===== src/rtl/frame_sequencer.sv =====
// frame_sequencer: per-frame buffer clear, geometry kick, drain detection and frame counting.
// Optional render watchdog is enabled by defining FRAME_SEQ_TIMEOUT_EN.
module frame_sequencer #(
    parameter int               FB_WORDS       = 76800,
    parameter int               ADDR_W         = 17,
    parameter int               PIX_W          = 12,
    parameter int               Z_W            = 8,
    parameter logic [PIX_W-1:0] CLEAR_COLOR    = '0,
    parameter logic [Z_W-1:0]   CLEAR_DEPTH    = '1,
    parameter int               IDLE_HOLD      = 16,
    parameter int               TIMEOUT_CYCLES = 500000
) (
    input  logic              clk,
    input  logic              rst,
    input  logic              i_start,
    output logic              o_busy,
    output logic              o_frame_done,
    output logic [3:0]        o_frame_idx,
    output logic              o_geom_start,
    input  logic              i_geom_busy,
    input  logic              i_rast_busy,
    input  logic              i_rast_fifo_empty,
    input  logic              i_tri_valid,
    input  logic [ADDR_W-1:0] i_rast_fb_addr,
    input  logic              i_rast_fb_we,
    input  logic [PIX_W-1:0]  i_rast_fb_pixel,
    input  logic [ADDR_W-1:0] i_rast_zb_addr,
    input  logic              i_rast_zb_we,
    input  logic [Z_W-1:0]    i_rast_zb_data,
    output logic [ADDR_W-1:0] o_fb_addr,
    output logic              o_fb_we,
    output logic [PIX_W-1:0]  o_fb_pixel,
    output logic [ADDR_W-1:0] o_zb_addr,
    output logic              o_zb_we,
    output logic [Z_W-1:0]    o_zb_data,
    output logic              o_timeout
);
    typedef enum logic [2:0] {IDLE, CLEAR, KICK, RENDER, DONE} state_t;
    localparam int IW = $clog2(IDLE_HOLD + 1);
    localparam logic [ADDR_W-1:0] LAST = ADDR_W'(FB_WORDS - 1);
    state_t state, state_nx;
    logic [ADDR_W-1:0] clr_cnt;
    logic [IW-1:0] idle_cnt;
    logic [3:0] frame_idx;
    logic idle, hold_hit, wd_hit, clr, rnd;
    assign idle = !i_geom_busy && !i_rast_busy && i_rast_fifo_empty && !i_tri_valid;
    assign hold_hit = idle && idle_cnt == IW'(IDLE_HOLD - 1);
    assign clr = state == CLEAR;
    assign rnd = state == RENDER;
`ifdef FRAME_SEQ_TIMEOUT_EN
    logic [19:0] rnd_cnt;
    logic timeout;
    assign wd_hit = rnd && rnd_cnt == 20'(TIMEOUT_CYCLES - 1);
    always_ff @(posedge clk or posedge rst) begin
        if (rst) begin
            rnd_cnt <= '0;
            timeout <= 1'b0;
        end else begin
            rnd_cnt <= rnd ? rnd_cnt + 20'd1 : '0;
            timeout <= timeout | wd_hit;
        end
    end
    assign o_timeout = timeout;
`else
    assign wd_hit = 1'b0;
    assign o_timeout = 1'b0;
`endif
    always_ff @(posedge clk or posedge rst) begin
        if (rst) begin
            state <= IDLE;
            clr_cnt <= '0;
            idle_cnt <= '0;
            frame_idx <= '0;
        end else begin
            state <= state_nx;
            clr_cnt <= (clr && clr_cnt != LAST) ? clr_cnt + 1'b1 : '0;
            idle_cnt <= (rnd && idle) ? idle_cnt + 1'b1 : '0;
            frame_idx <= (state == DONE) ? frame_idx + 4'd1 : frame_idx;
        end
    end
    // Write ports: clear engine in CLEAR, rasterizer pass-through in RENDER, closed otherwise.
    always_comb begin
        state_nx = state;
        case (state)
            IDLE:    state_nx = i_start ? CLEAR : IDLE;
            CLEAR:   state_nx = (clr_cnt == LAST) ? KICK : CLEAR;
            KICK:    state_nx = RENDER;
            RENDER:  state_nx = (hold_hit || wd_hit) ? DONE : RENDER;
            default: state_nx = IDLE;
        endcase
        o_busy = state != IDLE;
        o_frame_done = state == DONE;
        o_geom_start = state == KICK;
        o_frame_idx = frame_idx;
        o_fb_we = clr || (rnd && i_rast_fb_we);
        o_zb_we = clr || (rnd && i_rast_zb_we);
        o_fb_addr = clr ? clr_cnt : rnd ? i_rast_fb_addr : '0;
        o_zb_addr = clr ? clr_cnt : rnd ? i_rast_zb_addr : '0;
        o_fb_pixel = clr ? CLEAR_COLOR : rnd ? i_rast_fb_pixel : '0;
        o_zb_data = clr ? CLEAR_DEPTH : rnd ? i_rast_zb_data : '0;
    end
endmodule


===== config.mk =====
export PLATFORM = sky130hd
export DESIGN_NAME = frame_sequencer
export DESIGN_NICKNAME = d
export VERILOG_FILES = /design/src/rtl/frame_sequencer.sv
export SDC_FILE = /design/constraint.sdc
export NUM_CORES = 1
export LEC_CHECK = 0
export BUFFER_PORTS_ARGS = -buffer_cell sky130_fd_sc_hd__buf_4
export CAP_MARGIN = 10
export CORE_MARGIN = 2
export CORE_UTILIZATION = 30
export DETAILED_ROUTE_END_ITERATION = 8
export PLACE_DENSITY_LB_ADDON = 0.05
export SETUP_SLACK_MARGIN = 0.2
export SLEW_MARGIN = 20
export SYNTH_ARGS = -nofsm -noshare
export SYNTH_HDL_FRONTEND = slang
export SYNTH_SLANG_ARGS = --single-unit

===== constraint.sdc =====
create_clock -name clk -period 2.9 [get_ports clk]
set_clock_uncertainty 0.15 [all_clocks]
set_input_delay 0.435 -clock clk [delete_from_list [all_inputs] [get_ports clk]]
set_output_delay 0.435 -clock clk [all_outputs]
set_load 0.01 [all_outputs]

==> results.py <==
metrics = {
    "detailed_routing": {
        "wl_per_cell_um": 13.0,
        "first_iter_violations": 74,
        "wl_um": 6060,
        "ant_nets": 0,
        "firstDrtPassIters": 4,
        "vias": 2147,
        "drc": 0,
        "routed_via_density": 4.61,
    },
    "critical_path": {
        "endpoint_kind": "output pin",
        "slowest_stage": "nor2_1",
        "worstSetupStartpointType": "flop",
        "critPathMaxStageDelay_ps": 520,
        "path_buf_inv": 1,
        "rr_worst_depth": 4,
        "cp.required_ps": 2320,
        "regToRegSetupSlack_ps": 730,
        "path_delay_family": "simple AND/OR/NAND/NOR gates",
        "criticalPathCategory": "reg -> out",
        "cp_cell_sequence": "nand2b_1 -> nor2_1 -> and2_1 -> buf_4",
        "rr_endpoint": "clr_cnt[2]$_DFF_PP0_",
        "crit_arrival_ps": 1730,
        "cp_max_fo": 14,
        "worstReg2RegStart": "clr_cnt[12]$_DFF_PP0_",
    },
    "cts": {
        "cts_hold_buf": 0,
        "cts_tree": "yes",
        "postCtsSetupRepairBufs": 0,
        "clk_latency_ps": 270,
        "post_cts_resize_count": 0,
        "cts_buffers": 5,
        "htreeDepth": 2,
        "cts_buffer_depth": 2,
        "clk_pin_slew_ps": 60,
        "cts_sinks": 29,
        "root_buffer": "clkbuf_8",
    },
    "sta": {
        "final.setup.tns_ps": 0,
        "fin_crit_ps": 2320,
        "slew_viol_final": 0,
        "setup_viol": 0,
        "worstMarginPinSlew_ps": 814,
        "hold_slack_ps": 178,
        "fmax_mhz": 431,
        "slew_headroom_pct": 45.7,
        "hold_viol": 0,
        "min_period_over_period_pct": 80.0,
        "grt_setup_unrepaired": "no",
    },
    "power_and_ir_drop": {
        "power.leakage_uw": 0.00156,
        "peakVddDrop_v": 0.000304,
        "power_density_mw_per_mm2": 299,
    },
    "layout": {
        "drive_gt1_share_pct": 36.3,
        "syn_to_final_growth_pct": 52.0,
        "final_common_cell": "buf_4",
        "final_core_utilization_pct": 46.5,
        "fillers": 687,
        "final_cell_mix": "buf_4, a21oi_1, nand2_1, nor2_1, dfrtp_1",
        "nNetsFinal": 452,
        "n_antenna_cell": 0,
        "stdcell_count": 466,
        "stdcell_area_sq_mm": 0.00311,
    },
    "floorplanning": {
        "initial_core_util_pct": 30.6,
        "rows": 30,
        "fp.dieW_um": 86.6,
        "die-area_sq_mm": 0.00750,
        "fp.dieH_um": 86.6,
        "boundaryPins": 127,
        "fp.coreArea_sq_mm": 0.00668,
    },
    "placement": {
        "dp_hpwl_um": 4660,
        "dp_cells": 458,
        "io_buffers": 125,
        "place.gp.congestion": 0.764,
        "place_area_sq_mm": 0.00302,
    },
    "global_route": {
        "grt_max_degree": 66,
        "grt_pass1_vias": 1853,
        "antenna_found_initial": 0,
        "grt_pass1_wl_um": 9340,
        "grt_overflow": 0,
        "track_usage_pct": 15.5,
    },
    "yosys": {
        "ys_ff_latch": 29,
        "synth_cells": 269,
        "postSynthNetCount": 336,
        "yosys.cell_types.count": 33,
        "syn_avg_cell_area_sq_um": 7.60,
        "synthesis.area_sq_mm": 0.00205,
        "synth_seq_area_share_pct": 35.5,
        "ys.warnings.count": 0,
    },
    "run_status": {
        "status": "finished clean",
    },
    "flow_run": {
        "maxCapViolations": 0,
    },
    "min_path": {
        "hold_path.class": "in -> async",
    },
}
worst max-delay path by stage:
stage,start,endpoint,slack (ps),depth (start not counted)
global route,state[2]$_DFF_PP0_,o_fb_pixel[6],370,4
CTS,state[2]$_DFF_PP0_,o_fb_pixel[4],540,4
finish,state[2]$_DFF_PP0_,o_fb_pixel[4],580,4
detailed placement,clr_cnt[12]$_DFF_PP0_,clr_cnt[2]$_DFF_PP0_,720,4
floorplan,clr_cnt[12]$_DFF_PP0_,clr_cnt[10]$_DFF_PP0_,1020,6
global placement,clr_cnt[12]$_DFF_PP0_,clr_cnt[3]$_DFF_PP0_,750,4
metrics by stage:
stage | total power (uW) | worst slack, ps
after floorplan | 481 | 1020
after global placement | 611 | 752
after detailed placement | 611 | 724
after CTS | 946 | 542
after global routing | 980 | 375
final | 929 | 580
registers in the layout, summed over array words and instances, names as in the netlist:
name	count
clr_cnt	17
idle_cnt	5
o_frame_idx	4
state	3
cell families after synthesis:
logic type      after synthesis  synth area share, %
other cells                   1                0.183
mux                           1                0.550
fa+ha+maj                     4                 2.45
simple gates                131                 33.0
compound gates               47                 11.7
buf+inv                      36                 8.07
xor+xnor                     20                 8.56
flops                        29                 35.5
area by class of cell:
cell class	count	area [sq um]	share of cell area, %
clock buffers	8	90.1	2.90
flip-flops and latches	29	727	23.4
well taps	80	100	3.22
multi-input cells	204	1150	37.1
inverters	17	63.8	2.05
repair buffers	128	973	31.3
metal layers:
metal | up-vias | track usage [%] | routed length, um
li1 | 1106 | - | -
met1 | 945 | 22.8 | 2870
met2 | 90 | 22.9 | 2590
met3 | 6 | 3.62 | 532
met4 | 0 | 4.26 | 63
met5 | - | 0 | 0
cells in the mapped netlist, drive strengths merged:
cell	instances	area, sq um
nand3b	1	7.51
or3	2	12.5
nand2b	18	113
conb	1	3.75
ha	4	50.1
nor3	5	25.0
or2b	1	7.51
or4b	1	13.8
buf	6	52.6
nor3b	1	7.51
a211o	1	10.0
mux2	1	11.3
nor4b	1	8.76
nor2	28	105
xnor2	17	149
inv	17	63.8
nor4	5	46.3
clkbuf	13	48.8
nand3	7	35.0
a21oi	46	230
nand4b	1	8.76
and2	12	75.1
dfrtp	29	726
and3	2	12.5
nand4	7	50.1
xor2	3	26.3
nand2	39	146
power by group:
group	internal, uW	switching, uW	leakage [uW]
Combinational	122	74.6	0.00112
Clock	193	133	0.0000455
Sequential	405	0.314	0.000394
Note: power is estimated with default switching activity, not from simulation.
